$ cat src/rtl/mul9_pp_sequencer_pkg.sv
// Shared constants, column-geometry helpers and FSM encoding for the 9x9
// partial-product sequencer.
package mul9_pkg;

    localparam int WIDTH = 9;
    localparam int NCOL  = 2*WIDTH - 1;
    localparam int PW    = 2*WIDTH;

    typedef enum logic [1:0] {
        ST_IDLE,
        ST_SHIFT,
        ST_SETTLE,
        ST_DONE
    } state_t;

    // Number of a[i]&b[j] terms that land in column k of a w x w multiply.
    function automatic int col_height(input int k, input int w);
        int ncol;
        ncol = 2*w - 1;
        return (k + 1 < ncol - k) ? k + 1 : ncol - k;
    endfunction

    function automatic int col_base_i(input int k, input int w);
        return (k - w + 1 > 0) ? k - w + 1 : 0;
    endfunction

endpackage

$ cat src/rtl/mul9_pp_sequencer_pp_column_mux.sv
// For shift index i_t, selects the partial-product bit each column shifts in,
// so that a column's last h(k) shifts carry exactly its own terms.
module pp_column_mux
    import mul9_pkg::*;
#(
    parameter int W = WIDTH
)(
    input  logic [W-1:0]         i_a,
    input  logic [W-1:0]         i_b,
    input  logic [$clog2(W)-1:0] i_t,
    output logic [2*W-2:0]       o_col
);
    localparam int TW = $clog2(W);

    for (genvar k = 0; k < 2*W-1; k++) begin : g_col
        localparam int            H    = col_height(k, W);
        localparam int            I0   = col_base_i(k, W);
        localparam logic [TW-1:0] LEAD = TW'(W - H);

        logic [W-1:0]  w_terms;
        logic [TW-1:0] w_idx;

        for (genvar n = 0; n < W; n++) begin : g_term
            if (n < H) begin : g_used
                assign w_terms[n] = i_a[I0+n] & i_b[k-I0-n];
            end else begin : g_pad
                assign w_terms[n] = 1'b0;
            end
        end

        assign w_idx    = i_t - LEAD;
        assign o_col[k] = (i_t >= LEAD) ? w_terms[w_idx] : 1'b0;
    end

endmodule

$ cat src/rtl/mul9_pp_sequencer.sv
// Sequences one 9x9 unsigned multiply through the external partial-product
// shift register and compressor, then checks and returns the product.
//
// state     | meaning
// ST_IDLE   | ready for an operand pair
// ST_SHIFT  | feeding partial-product bits, t = 0..WIDTH-1
// ST_SETTLE | waiting SETTLE cycles for the compressor
// ST_DONE   | result held until res_ready
module mul9_pp_sequencer
    import mul9_pkg::*;
#(
    parameter int SETTLE = 1,
    parameter int ERR_W  = 16
)(
    input  logic             clk,
    input  logic             rst_n,
    input  logic             in_valid,
    output logic             in_ready,
    input  logic [WIDTH-1:0] in_a,
    input  logic [WIDTH-1:0] in_b,
    output logic [NCOL-1:0]  sr_src,
    input  logic [PW-1:0]    sr_dst,
    output logic             res_valid,
    input  logic             res_ready,
    output logic [PW-1:0]    res_product,
    output logic             res_mismatch,
    output logic [ERR_W-1:0] err_count,
    output logic             busy
);
    localparam int            TW          = $clog2(WIDTH);
    localparam int            SW          = (SETTLE > 1) ? $clog2(SETTLE) : 1;
    localparam logic [TW-1:0] T_LAST      = TW'(WIDTH - 1);
    localparam logic [SW-1:0] SETTLE_LOAD = SW'(SETTLE - 1);

    state_t           r_state, w_state_nxt;
    logic [TW-1:0]    r_t, w_t_nxt;
    logic [SW-1:0]    r_settle;
    logic [WIDTH-1:0] r_a, r_b, w_a_sel, w_b_sel;
    logic [NCOL-1:0]  r_sr_src, w_col;
    logic [PW-1:0]    r_res_product, w_expect;
    logic             r_res_mismatch;
    logic [ERR_W-1:0] r_err_count;
    logic             w_accept, w_capture, w_mismatch;

    always_comb begin
        w_state_nxt = r_state;
        w_accept    = 1'b0;
        w_capture   = 1'b0;
        unique case (r_state)
            ST_IDLE: begin
                if (in_valid) begin
                    w_accept    = 1'b1;
                    w_state_nxt = ST_SHIFT;
                end
            end
            ST_SHIFT: begin
                if (r_t == T_LAST) w_state_nxt = ST_SETTLE;
            end
            ST_SETTLE: begin
                if (r_settle == '0) begin
                    w_capture   = 1'b1;
                    w_state_nxt = ST_DONE;
                end
            end
            ST_DONE: begin
                if (res_ready) w_state_nxt = ST_IDLE;
            end
            default: w_state_nxt = ST_IDLE;
        endcase
    end

    always_comb begin
        w_t_nxt = r_t;
        if (w_accept)
            w_t_nxt = '0;
        else if (r_state == ST_SHIFT && r_t != T_LAST)
            w_t_nxt = r_t + TW'(1);
    end

    // The mux looks one cycle ahead (next operands, next t) so that the
    // registered sr_src shows bit t exactly while the FSM sits at t.
    assign w_a_sel = w_accept ? in_a : r_a;
    assign w_b_sel = w_accept ? in_b : r_b;

    pp_column_mux #(
        .W (WIDTH)
    ) u_pp_column_mux (
        .i_a   (w_a_sel),
        .i_b   (w_b_sel),
        .i_t   (w_t_nxt),
        .o_col (w_col)
    );

    assign w_expect   = PW'(r_a) * PW'(r_b);
    assign w_mismatch = (sr_dst != w_expect);

    always_ff @(posedge clk) begin
        if (!rst_n) begin
            r_state        <= ST_IDLE;
            r_t            <= '0;
            r_settle       <= '0;
            r_a            <= '0;
            r_b            <= '0;
            r_sr_src       <= '0;
            r_res_product  <= '0;
            r_res_mismatch <= 1'b0;
            r_err_count    <= '0;
        end else begin
            r_state  <= w_state_nxt;
            r_t      <= w_t_nxt;
            r_sr_src <= (w_state_nxt == ST_SHIFT) ? w_col : '0;
            if (w_accept) begin
                r_a <= in_a;
                r_b <= in_b;
            end
            if (r_state == ST_SHIFT && r_t == T_LAST)
                r_settle <= SETTLE_LOAD;
            else if (r_state == ST_SETTLE && r_settle != '0)
                r_settle <= r_settle - SW'(1);
            if (w_capture) begin
                r_res_product  <= sr_dst;
                r_res_mismatch <= w_mismatch;
                if (w_mismatch && r_err_count != '1)
                    r_err_count <= r_err_count + ERR_W'(1);
            end
        end
    end

    assign in_ready     = (r_state == ST_IDLE);
    assign busy         = (r_state != ST_IDLE);
    assign res_valid    = (r_state == ST_DONE);
    assign sr_src       = r_sr_src;
    assign res_product  = r_res_product;
    assign res_mismatch = r_res_mismatch;
    assign err_count    = r_err_count;

endmodule
$ cat config.mk
export PLATFORM = sky130hd
export DESIGN_NAME = mul9_pp_sequencer
export DESIGN_NICKNAME = d
export VERILOG_FILES = /design/src/rtl/mul9_pp_sequencer_pkg.sv /design/src/rtl/mul9_pp_sequencer_pp_column_mux.sv /design/src/rtl/mul9_pp_sequencer.sv
export SDC_FILE = /design/constraint.sdc
export NUM_CORES = 1
export LEC_CHECK = 0
export BUFFER_PORTS_ARGS = -buffer_cell sky130_fd_sc_hd__buf_4
export CAP_MARGIN = 10
export CORE_MARGIN = 1
export CORE_UTILIZATION = 50
export DETAILED_ROUTE_END_ITERATION = 10
export GPL_TIMING_DRIVEN = 1
export PLACE_DENSITY = 0.71
export SYNTH_ARGS = -nofsm -noshare
export SYNTH_HDL_FRONTEND = slang
export SYNTH_SLANG_ARGS = --single-unit
$ cat constraint.sdc
create_clock -name clk -period 12.64 [get_ports clk]
set_input_delay 2.528 -clock clk [delete_from_list [all_inputs] [get_ports clk]]
set_output_delay 2.528 -clock clk [all_outputs]
set_load 0.01 [all_outputs]
==> metrics.md, run 1 <==
| Metric | Value |
|---|---|
| Result of the run | `finished, final reports clean` |
| Data arrival, critical path | `5.55 ns` |
| Global-route wire length before repair | `28500 um` |
| Synth Warn # | `0` |
| Top FF cell, synth | `dfxtp_1` |
| Post-Synthesis Net Count | `969` |
| Worst Hold Path EP | `res_product[10]` |
| DRC marker count from the first detailed-route iteration | `460` |
| Maximum net fanout on the critical path | `23` |
| Synthesized cell area | `6800 um^2` |
| Actual slew at the worst max-slew pin | `0.998 ns` |
| Half-perimeter wire length after detailed placement | `12600 um` |
| Per-cell via count in the routed design | `5.67` |
| Vias post-DR | `6041` |
| Max Fclk | `190 MHz` |
| Flop2flop setup slack | `7.37 ns` |
| Most repeated library cell on the critical path | `fa_1` |
| Die Footprint | `14100 um^2` |
| Std cell rows | `42` |
| Number of buffers added on ports | `94` |
| Synth async-reset ratio | `0` |
| Area share of the leading cell type in the synthesized netlist | `0.227` |
| Max_cap viols | `0` |
| Worst reg2reg startpoint | `r_a[0]` |
| Number of max-slew violations in the final report | `0` |
| DRC errors left | `0` |
| Main area contributors after synthesis | `dfxtp_1 (23%), fa_1 (15%), ha_1 (9.4%), nand2_1 (6.7%), mux2i_1 (4.6%)` |
| Relative max-transition margin | `0.316` |
| Antenna cell count | `0` |
| Post-Synthesis Mean Instance Area | `8.21 um^2` |
| Leakage power summed over all cells | `3.30 nW` |
| Count of cells along the worst hold path | `2` |
| Setup repair after global routing missed its margin | `no` |
| Routed wire length per instance | `16.1 um` |
| Register cell area after layout | `1540 um^2` |
| Sum Neg Setup Slack | `0 ns` |
| Number of cells traversed by the worst register-to-register path | `15` |
| Die span in y | `119 um` |
| Number of hold buffers added after cts | `0` |
| Number of instances in the synthesized netlist | `828` |
| Total Power Consumption | `0.000689 W` |
| Overall routing resource usage | `0.252` |
| Synthesis-stage register bit count | `77` |
| Clock tree buffer depth | `2` |
| Distinct cells, synth | `62` |
| Clock transition at the registers of the reported paths | `0.06 ns` |
| Core footprint | `13200 um^2` |
| Design internal power | `0.000489 W` |
| Number of global-route vias before repair | `5642` |
| Deepest level of the CTS H-tree | `3` |
| Share of cells above drive strength 1 | `0.144` |
| Fin Clk Skew | `0.00905 ns` |
| Part of the total power dissipated in the clock network | `0.439` |
| Final Critical Period | `5.27 ns` |
| Placement Setup Slack | `7.39 ns` |
| Antenna violations before repair | `0` |
| Summed area of non-filler cells in the final layout | `7870 um^2` |
| Number of top-level pins | `95` |
| Number of synthesized flops with an enable pin | `0` |
| Sequential power share | `0.376` |
| Die width | `119 um` |
| Slack of the critical path | `7.37 ns` |
| Sequential-to-total area share from yosys stat | `0.227` |
| Switching power | `0.000200 W` |
| Leading area contributor after synthesis | `dfxtp_1` |
| Number of nets with antenna violations after routing | `0` |
| DRT Wirelength | `17100 um` |
| DRT Pass-1 Iters | `5` |
| TritonCTS clock tree | `done` |
| Area Overhead vs Synth | `15.8%` |
| Worst voltage drop across the vdd grid | `49.6 uV` |
| Startpoint type of the worst setup path | `flip-flop` |
| Remaining global-route overflow | `0` |
| Most instantiated library cell after synthesis | `nand2_1` |
| Clock latency on the worst-skew pair | `0.35 ns` |
| Final setup violation count | `0` |
| WS Path Type | `reg -> reg` |
| Multi-input logic area | `4800 um^2` |
| Clock net sink count | `77` |
| Reg-to-Reg End | `err_count[10]` |
| Share of total power consumed by net switching | `0.290` |
| Cells traversed along the worst timing path | `nand2_1 -> fa_1 -> fa_1 -> fa_1 -> fa_1 -> inv_1 -> ha_1 -> a21o_1 -> a221oi_2 -> o211ai_2 -> xnor2_1 -> a31oi_1 -> and4_4 -> or4_1 -> a21oi_1` |
| Setup crit end kind | `flip-flop` |
| Post-route clock period utilization | `0.417` |
| Post-cts sizing count | `0` |
| Routability congestion estimate from global placement | `0.894` |
| Placed Instance Area | `7530 um^2` |
| Root buffer cell | `clkbuf_16` |
| Required time at the endpoint of the critical path | `12.92 ns` |
| Nets | `1026` |
| CP max stage cell | `dfxtp_1` |
| Starting density of the core | `0.513` |
| Biggest cell delay along the critical path | `0.54 ns` |
| Post-CTS Setup Inserts | `0` |
| Relative contribution of combinational cells to total power | `0.185` |
| Fillers | `1236` |
| Hold Startpoint | `res_product[10]` |
| Leading post-synthesis cells by instance count | `nand2_1 (122), dfxtp_1 (77), nor3_1 (60)` |
| Worst min-delay path class | `reg -> reg` |
| Final hold violation count | `0` |
| Inserted Clock Buffers | `9` |
| PwrDens | `87.6 nW/um^2` |
| Maximum number of pins on one net before global-route repair | `48` |
## worst max-delay path, delay by kind of cell, from the launching register on
family / cells / cell delay (ns)
flops: 1 / 0.54
simple gates: 3 / 0.95
fa+ha+maj: 5 / 2.48
xor+xnor: 1 / 0.18
buf+inv: 1 / 0.04
compound gates: 5 / 1.00
## sequential cells by signal (all words and copies together), names as in the netlist
name          flops
r_a               9
err_count        16
r_settle          1
r_t               4
res_mismatch      1
res_product      18
sr_src           17
r_b               9
r_state           2
## stage by stage
| stage | hold WS, ns | utilization | instances |
|---|---|---|---|
| finish | 0.452 | 0.594 | 1066 |
| CTS | 0.455 | 0.594 | 1066 |
| global placement | 0.443 | 0.569 | 1050 |
| floorplan | 0.431 | - | 828 |
| detailed placement | 0.447 | 0.569 | 1050 |
| global route | 0.474 | 0.594 | 1066 |
## per-layer routing
layer	wire length [um]	up-vias	GRT usage
li1	-	2938	-
met1	7840	2809	0.351
met2	7660	265	0.389
met3	1320	29	0.0468
met4	321	0	0.0878
met5	0	-	0
## placed cells by master, fill, tap and decap left out, types with 6 or more instances in the layout
| cell | instances |
|---|---|
| nand2_1 | 122 |
| buf_4 | 99 |
| dfxtp_1 | 77 |
| nor3_1 | 60 |
| inv_1 | 59 |
| ha_1 | 51 |
| fa_1 | 50 |
| nor2_1 | 47 |
| a21oi_1 | 43 |
| and2_1 | 34 |
| mux2i_1 | 31 |
| xnor2_1 | 18 |
| xor2_1 | 15 |
| or3_1 | 15 |
| o21ai_0 | 14 |
| nand2b_1 | 13 |
| nand3_1 | 12 |
| and3_1 | 10 |
| nor4_1 | 10 |
| o311ai_0 | 10 |
| clkbuf_16 | 9 |
| a21o_1 | 8 |
| a31oi_1 | 8 |
| o31ai_1 | 7 |
| or4_1 | 6 |
## cell type report
type                       count  share of cell area
clock inverter                 5              0.0135
sequential                    77               0.196
multi-input combinational    638               0.610
timing repair buffer          99              0.0945
tap                          176              0.0280
clock buffer                  11              0.0296
inverter                      60              0.0286
## power groups by stage
stage          combinational, W  clock (W)  sequential [W]
2_1_floorplan         0.0000971          0        0.000254
3_3_place_gp           0.000125          0        0.000263
3_5_place_dp           0.000125          0        0.000264
4_1_cts                0.000126   0.000306        0.000259
5_1_grt                0.000140   0.000315        0.000260
6_report               0.000127   0.000303        0.000259
## cell families after synthesis
group / count (synthesis) / share of synthesized area
buffers and inverters: 113 / 0.0678
AO/OA/AOI/OAI: 124 / 0.123
XOR/XNOR: 33 / 0.0425
flip-flops: 77 / 0.227
AND/OR/NAND/NOR: 348 / 0.249
multiplexers: 32 / 0.0490
adder cells (fa/ha/maj): 101 / 0.241
## how the worst max path moves through the flow
stage / start / cells after the start / end
3_5_place_dp: r_a[0] / 15 / err_count[10]
5_1_grt: r_a[0] / 15 / err_count[10]
2_1_floorplan: r_b[8] / 18 / err_count[15]
4_1_cts: r_a[0] / 15 / err_count[10]
3_3_place_gp: in_valid / 10 / sr_src[1]
6_report: r_a[0] / 15 / err_count[10]
(Power assumes the default switching activity.)
==> inputs of run 2 (changes only) <==
- ABC_AREA: not set -> 1
- PLACE_DENSITY: 0.71 -> 0.73
- clock period: 12.64 -> 4.8 ns (I/O delays scaled with it)
==> run 2 against run 1 <==
Net effect: worst hold slack improved by 0.010 ns; routed wire length is 4.5% higher; critical endpoint is now err_count[1]; global-route usage decreased by 0.34 points; cell count rose by 21%; synthesized area up 6.6%; final area up 7.4%; via count grew 11%; sequential power rose to 2.7 times the previous value; critical path depth up 4; register-to-register slack got worse by 7.1 ns; setup slack got worse by 7.1 ns; highest routed layer unchanged; core utilization up 0.99 points.
==> metrics.md, run 2 <==
| Metric | Value |
|---|---|
| Antenna cell count | `0 (unchanged)` |
| Routability congestion estimate from global placement | `0.914 (was 0.894)` |
| Number of synthesized flops with an enable pin | `0 (unchanged)` |
| Inserted Clock Buffers | `9 (unchanged)` |
| WS Path Type | `reg -> reg (unchanged)` |
| TritonCTS clock tree | `done (unchanged)` |
| PwrDens | `226 nW/um^2 (was 87.6 nW/um^2)` |
| Number of max-slew violations in the final report | `0 (unchanged)` |
| Number of instances in the synthesized netlist | `1026 (was 828)` |
| Leakage power summed over all cells | `4.18 nW (was 3.30 nW)` |
| Final setup violation count | `0 (unchanged)` |
| Max_cap viols | `0 (unchanged)` |
| Top FF cell, synth | `dfxtp_1 (unchanged)` |
| Number of hold buffers added after cts | `0 (unchanged)` |
| Result of the run | `finished, final reports clean (unchanged)` |
| Post-Synthesis Net Count | `1167 (was 969)` |
| Half-perimeter wire length after detailed placement | `13900 um (was 12600 um)` |
| Synth Warn # | `0 (unchanged)` |
| Commonest non-fill, non-tap cells in the layout | `nand2_1 (267), inv_1 (170), buf_4 (110) (was nand2_1 (122), buf_4 (99), dfxtp_1 (77))` |
| Final hold violation count | `0 (unchanged)` |
| Starting density of the core | `0.518 (was 0.513)` |
| Area share of the leading cell type in the synthesized netlist | `0.213 (was 0.227)` |
| DRC errors left | `0 (unchanged)` |
| Total Power Consumption | `0.00191 W (was 0.000689 W)` |
| Clock tree buffer depth | `2 (unchanged)` |
| Root buffer cell | `clkbuf_16 (unchanged)` |
| Relative max-transition margin | `0.385 (was 0.316)` |
| Worst voltage drop across the vdd grid | `167 uV (was 49.6 uV)` |
| DRT Wirelength | `17900 um (was 17100 um)` |
| Overall routing resource usage | `0.248 (was 0.252)` |
| Remaining global-route overflow | `0 (unchanged)` |
| Synthesis-stage register bit count | `77 (unchanged)` |
| Routed wire length per instance | `13.9 um (was 16.1 um)` |
| Final hold slack | `0.462 ns (was 0.452 ns)` |
| Leading post-synthesis cells by instance count | `nand2_1 (268), inv_1 (170), dfxtp_1 (77) (was nand2_1 (122), dfxtp_1 (77), nor3_1 (60))` |
| Maximum number of pins on one net before global-route repair | `54 (was 48)` |
| Std cell rows | `43 (was 42)` |
| Hold Startpoint | `res_product[8] (was res_product[10])` |
| Startpoint type of the worst setup path | `flip-flop (unchanged)` |
| Setup crit end kind | `flip-flop (unchanged)` |
| Deepest level of the CTS H-tree | `3 (unchanged)` |
| Global-route wire length before repair | `29300 um (was 28500 um)` |
| Worst Hold Path EP | `res_product[8] (was res_product[10])` |
| Area Overhead vs Synth | `16.6% (was 15.8%)` |
| Most instantiated library cell after synthesis | `nand2_1 (unchanged)` |
| Clock transition at the registers of the reported paths | `0.06 ns (about the same)` |
| Required time at the endpoint of the critical path | `4.98 ns (was 12.92 ns)` |
| Vias post-DR | `6723 (was 6041)` |
| Clock net sink count | `77 (unchanged)` |
| Sequential-to-total area share from yosys stat | `0.213 (was 0.227)` |
| Number of global-route vias before repair | `6199 (was 5642)` |
| Die span in y | `122 um (was 119 um)` |
| Per-cell via count in the routed design | `5.21 (was 5.67)` |
| Leading area contributor after synthesis | `dfxtp_1 (unchanged)` |
| Main area contributors after synthesis | `dfxtp_1 (21%), nand2_1 (14%), fa_1 (14%), ha_1 (8.8%), inv_1 (8.8%) (was dfxtp_1 (23%), fa_1 (15%), ha_1 (9.4%), nand2_1 (6.7%), mux2i_1 (4.6%))` |
| Die Footprint | `15000 um^2 (was 14100 um^2)` |
| Core footprint | `14000 um^2 (was 13200 um^2)` |
| Share of cells above drive strength 1 | `0.189 (was 0.144)` |
| Post-route clock period utilization | `0.949 (was 0.417)` |
| Reg-to-Reg End | `err_count[1] (was err_count[10])` |
| Clock latency on the worst-skew pair | `0.35 ns (about the same)` |
| Number of cells traversed by the worst register-to-register path | `19 (was 15)` |
| DRT Pass-1 Iters | `6 (was 5)` |
| Fin Clk Skew | `0.0105 ns (was 0.00905 ns)` |
| Synth async-reset ratio | `0 (unchanged)` |
| Worst reg2reg startpoint | `r_a[5] (was r_a[0])` |
| Maximum net fanout on the critical path | `10 (was 23)` |
| Number of top-level pins | `95 (unchanged)` |
| Die width | `122 um (was 119 um)` |
| Synthesized cell area | `7250 um^2 (was 6800 um^2)` |
| Nets | `1248 (was 1026)` |
| DRC marker count from the first detailed-route iteration | `494 (was 460)` |
| Distinct cells, synth | `50 (was 62)` |
| Actual slew at the worst max-slew pin | `0.921 ns (was 0.998 ns)` |
| Most common cell after layout, fill and taps aside | `nand2_1 (unchanged)` |
| Final Critical Period | `4.56 ns (was 5.27 ns)` |
| Max Fclk | `220 MHz (was 190 MHz)` |
| Data arrival, critical path | `4.74 ns (was 5.55 ns)` |
| Max FFs per register | `18 (unchanged)` |
| Post-Synthesis Mean Instance Area | `7.06 um^2 (was 8.21 um^2)` |
| Number of buffers added on ports | `94 (unchanged)` |
| Antenna violations before repair | `0 (unchanged)` |
| Post-CTS Setup Inserts | `0 (unchanged)` |
| Worst min-delay path class | `reg -> reg (unchanged)` |
| Flop2flop setup slack | `0.24 ns (was 7.37 ns)` |
| Count of cells along the worst hold path | `2 (unchanged)` |
| Number of nets with antenna violations after routing | `0 (unchanged)` |
run 2: cell types whose count changed after synthesis, sizes merged, moves of 15 or more:
cell | previous run | this run
nor2 | 49 | 74
nand4 | 4 | 24
nand3 | 12 | 55
mux2i | 31 | 1
nor3 | 60 | 11
and2 | 34 | 1
o21ai | 15 | 34
nand2 | 122 | 275
inv | 60 | 182
or3 | 15 | 0
run 2: metal layers:
layer / wire (um) / track usage / up-vias
met3: 972 / 0.0400 / 18
met1: 8490 / 0.342 / 3117
met5: 0 / 0 / -
met4: 258 / 0.0747 / 0
li1: - / - / 3396
met2: 8200 / 0.399 / 192
run 2: worst max path at each step:
| stage | startpoint | depth (start not counted) | end | slack [ns] |
|---|---|---|---|---|
| floorplan | r_b[8] | 23 | err_count[10] | 0.40 |
| global placement | r_a[4] | 20 | err_count[8] | 0.04 |
| detailed placement | r_a[3] | 20 | err_count[1] | -0.05 |
| CTS | r_b[8] | 20 | err_count[1] | 0.009 |
| global route | r_a[3] | 21 | err_count[3] | -0.0003 |
| finish | r_a[5] | 19 | err_count[1] | 0.24 |
run 2: area by class of cell:
| class | count | area [um^2] |
|---|---|---|
| fill | 1302 | 5540 |
| multi-input combinational | 724 | 4840 |
| sequential | 77 | 1590 |
| timing repair buffer | 112 | 848 |
| inverter | 183 | 687 |
| clock buffer | 9 | 225 |
| tap | 180 | 225 |
| clock inverter | 6 | 41.3 |
run 2: cells by family after synthesis:
| logic type | after synthesis | share of synthesized area |
|---|---|---|
| multiplexers | 1 | 0.00190 |
| AO/OA/AOI/OAI | 127 | 0.111 |
| AND/OR/NAND/NOR | 464 | 0.285 |
| buffers and inverters | 226 | 0.127 |
| flip-flops | 77 | 0.213 |
| adder cells (fa/ha/maj) | 101 | 0.226 |
| XOR/XNOR | 30 | 0.0363 |
run 2: worst max-delay path, stage by stage (launching register included):
cell and delay [ns]:
dfxtp_2 0.44, nand2_1 0.11, fa_1 0.56, fa_1 0.44
fa_1 0.53, fa_1 0.54, inv_1 0.04, ha_1 0.34
nand2_1 0.12, nor2_2 0.16, nand3_1 0.13, nand3_1 0.10
nand2_1 0.05, nand2_1 0.05, nand3_1 0.08, nor2_2 0.16
nand3_4 0.18, buf_6 0.19, nand4_1 0.06, a21oi_1 0.09
run 2: power breakdown:
part	leakage, nW	switching [W]	total, W	internal, W
Combinational	3.41	0.000369	0.000597	0.000229
Clock	0.135	0.000276	0.000622	0.000347
Sequential	0.633	0.0000352	0.000692	0.000657
Total	4.18	0.000679	0.00191	0.00123
run 2: per-stage QoR:
| step | util | instance area (um^2) | setup TNS, ns | setup slack (ns) | std cells |
|---|---|---|---|---|---|
| floorplan | - | 7250 | 0 | 0.398 | 1026 |
| global placement | 0.578 | 8080 | 0 | 0.0405 | 1275 |
| detailed placement | 0.578 | 8080 | -0.0615 | -0.0524 | 1275 |
| CTS | 0.597 | 8360 | 0 | 0.00879 | 1290 |
| global route | 0.604 | 8450 | -0.000272 | -0.000272 | 1291 |
| finish | 0.604 | 8450 | 0 | 0.245 | 1291 |
run 2: repair_timing:
| action | in CTS | in global routing |
|---|---|---|
| gates resized for setup | 9 | 26 |
| setup endpoints to repair | 14 | 17 |
| pin swaps | 0 | 2 |
| gates cloned | 0 | 1 |
==> inputs of run 3 (changes only) <==
- CELL_PAD_IN_SITES_DETAIL_PLACEMENT: not set -> 0
- CELL_PAD_IN_SITES_GLOBAL_PLACEMENT: not set -> 1
- CORE_MARGIN: 1 -> not set
- CORE_UTILIZATION: 50 -> 39
- PLACE_DENSITY: 0.73 -> not set
- PLACE_DENSITY_LB_ADDON: not set -> 0.1
==> run 3 against run 2 <==
Net effect: the flow now finishes with violations (design-rule violations); clock skew up 0.0021 ns; count of clock-buffer cells in the layout up 2; routed wire length up 7.9%; worst hold slack better by 0.0039 ns; maximum frequency up 1.4%; via count down 0.91%; sequential cell count unchanged; first-iteration DRC count down 19%; final area up 1.7%; non-clock buffer count up 6; core utilization down 13 points; die area up 28%; largest cell class unchanged.
==> metrics.md, run 3 (same netlist as run 2, synthesis figures left out) <==
| Metric | Value |
|---|---|
| Cells traversed along the worst timing path | `nand2_1 -> fa_1 -> fa_1 -> inv_1 -> ha_1 -> fa_1 -> fa_1 -> nand2_1 -> nand2_1 -> nand2_1 -> inv_2 -> nand2_1 -> nand2_1 -> nand3_1 -> nand2_1 -> nand2_1 -> nand2_1 -> inv_1 -> nand3_2 -> buf_4 -> nand3_1 -> nand2_1 -> nand2_1 -> nor2_1 (was nand2_1 -> fa_1 -> fa_1 -> fa_1 -> fa_1 -> inv_1 -> ha_1 -> nand2_1 -> nor2_2 -> nand3_1 -> nand3_1 -> nand2_1 -> nand2_1 -> nand3_1 -> nor2_2 -> nand3_4 -> buf_6 -> nand4_1 -> a21oi_1)` |
| CP max stage cell | `fa_1 (unchanged)` |
| Maximum net fanout on the critical path | `10 (unchanged)` |
| Number of top-level pins | `95 (unchanged)` |
| Maximum number of pins on one net before global-route repair | `54 (unchanged)` |
| Final setup violation count | `0 (unchanged)` |
| Inserted Clock Buffers | `9 (unchanged)` |
| Remaining global-route overflow | `0 (unchanged)` |
| Data arrival, critical path | `4.70 ns (was 4.74 ns)` |
| Summed area of non-filler cells in the final layout | `8590 um^2 (was 8450 um^2)` |
| Die span in y | `138 um (was 122 um)` |
| Vias post-DR | `6662 (was 6723)` |
| Antenna cell count | `0 (unchanged)` |
| Clock latency on the worst-skew pair | `0.36 ns (was 0.35 ns)` |
| Worst min-delay path class | `reg -> reg (unchanged)` |
| Overall routing resource usage | `0.210 (was 0.248)` |
| Final hold slack | `0.466 ns (was 0.462 ns)` |
| Die width | `138 um (was 122 um)` |
| Violations in the final reports | `design-rule violations` |
| Final core utilization | `0.475 (was 0.604)` |
| Worst voltage drop across the vdd grid | `169 uV (was 167 uV)` |
| Share of cells above drive strength 1 | `0.195 (was 0.189)` |
| DRC errors left | `17 (was 0)` |
| Half-perimeter wire length after detailed placement | `15100 um (was 13900 um)` |
| WS Path Type | `reg -> reg (unchanged)` |
| Clock tree buffer depth | `2 (unchanged)` |
| Most common cell after layout, fill and taps aside | `nand2_1 (unchanged)` |
| DRT Wirelength | `19300 um (was 17900 um)` |
| Clock transition at the registers of the reported paths | `0.07 ns (was 0.06 ns)` |
| Sum Neg Setup Slack | `0 ns (unchanged)` |
| Setup repair after global routing missed its margin | `no` |
| Area Overhead vs Synth | `18.6% (was 16.6%)` |
| Deepest level of the CTS H-tree | `3 (unchanged)` |
| Biggest cell delay along the critical path | `0.54 ns (was 0.56 ns)` |
| Fin Clk Skew | `0.0127 ns (was 0.0105 ns)` |
| Placed Instance Area | `8180 um^2 (was 8080 um^2)` |
| DRC marker count from the first detailed-route iteration | `402 (was 494)` |
| Leakage power summed over all cells | `4.21 nW (was 4.18 nW)` |
| Starting density of the core | `0.401 (was 0.518)` |
| Die Footprint | `19100 um^2 (was 15000 um^2)` |
| Post-route clock period utilization | `0.936 (was 0.949)` |
| Nets | `1253 (was 1248)` |
| Max FFs per register | `18 (unchanged)` |
| Number of nets with antenna violations after routing | `0 (unchanged)` |
| Clock net sink count | `77 (unchanged)` |
| Max_cap viols | `0 (unchanged)` |
| PwrDens | `232 nW/um^2 (was 226 nW/um^2)` |
| Global-route wire length before repair | `32400 um (was 29300 um)` |
| Required time at the endpoint of the critical path | `5.01 ns (was 4.98 ns)` |
| Total Power Consumption | `0.00199 W (was 0.00191 W)` |
| Number of global-route vias before repair | `6429 (was 6199)` |
| Max Fclk | `223 MHz (was 220 MHz)` |
| Routability congestion estimate from global placement | `0.895 (was 0.914)` |
| Relative max-transition margin | `0.350 (was 0.385)` |
| Final hold violation count | `0 (unchanged)` |
| Antenna violations before repair | `0 (unchanged)` |
| Most repeated library cell on the critical path | `nand2_1` |
| Final Critical Period | `4.49 ns (was 4.56 ns)` |
| TritonCTS clock tree | `done (unchanged)` |
| DRT Pass-1 Iters | `8 (was 6)` |
| Setup crit end kind | `flip-flop (unchanged)` |
| Per-cell via count in the routed design | `4.95 (was 5.21)` |
| Std cell rows | `49 (was 43)` |
| Commonest non-fill, non-tap cells in the layout | `nand2_1 (267), inv_1 (170), buf_4 (116) (was nand2_1 (267), inv_1 (170), buf_4 (110))` |
| Core footprint | `18100 um^2 (was 14000 um^2)` |
| Number of buffers added on ports | `94 (unchanged)` |
| Startpoint type of the worst setup path | `flip-flop (unchanged)` |
| Actual slew at the worst max-slew pin | `0.973 ns (was 0.921 ns)` |
| Result of the run | `finished with violations (was finished, final reports clean)` |
| Number of max-slew violations in the final report | `0 (unchanged)` |
| Routed wire length per instance | `14.4 um (was 13.9 um)` |
| Root buffer cell | `clkbuf_16 (unchanged)` |
[run 3: cell count changes in the layout (fill, tap and decap cells not counted)]
cell and delta:
clkinv_4 -1, ha_4 +2, ha_1 -3, buf_4 +6, dfxtp_1 +1, clkinv_2 -2, inv_6 +2, ha_2 +1
nand3_4 -1, clkbuf_8 +2, dfxtp_2 -1
[run 3: timing repair]
action	CTS	global route
hold buffers	0	0
buffers inserted	0	1
gates resized for setup	0	37
setup endpoints to repair	0	17
[run 3: routing by layer]
layer,global-route usage,share of wire,wire [um]
met5,0,0,0
met1,0.291,0.50,9640
met2,0.338,0.44,8570
met4,0.0680,0.013,246
met3,0.0287,0.045,872
[run 3: final cells by class]
cell class,instances,area [um^2]
clock inverter,5,40.0
fill,1881,9500
inverter,183,687
multi-input combinational,723,4850
tap,229,287
clock buffer,11,253
timing repair buffer,118,893
sequential,77,1580
[run 3: per-stage QoR]
| stage | std cells | worst slack (ns) |
|---|---|---|
| global placement | 1329 | 0.0692 |
| global route | 1346 | 0.00503 |
| CTS | 1345 | 0.0434 |
| floorplan | 1026 | 0.398 |
| finish | 1346 | 0.309 |
| detailed placement | 1329 | 0.0521 |
[run 3: critical path, delay by kind of cell (launching register included)]
kind | cells | cell delay [ns]
buffers and inverters | 4 | 0.41
and+or+nand+nor | 15 | 1.19
adders and majority gates | 5 | 2.33
DFF | 1 | 0.43
[run 3: where the power goes]
| part | switching (W) | internal, W | leakage [nW] |
|---|---|---|---|
| sequential | 0.0000318 | 0.000656 | 0.632 |
| clock | 0.000305 | 0.000384 | 0.146 |
| combinational | 0.000377 | 0.000239 | 3.43 |
[run 3: final timing paths]
check,startpoint,slack [ns],cells after the start,to
setup / recovery,r_b[2],0.31,24,err_count[13]
hold / removal,res_product[9],0.47,2,res_product[9]
setup reg to reg,r_b[2],0.31,24,err_count[13]
hold reg to reg,res_product[9],0.47,2,res_product[9]
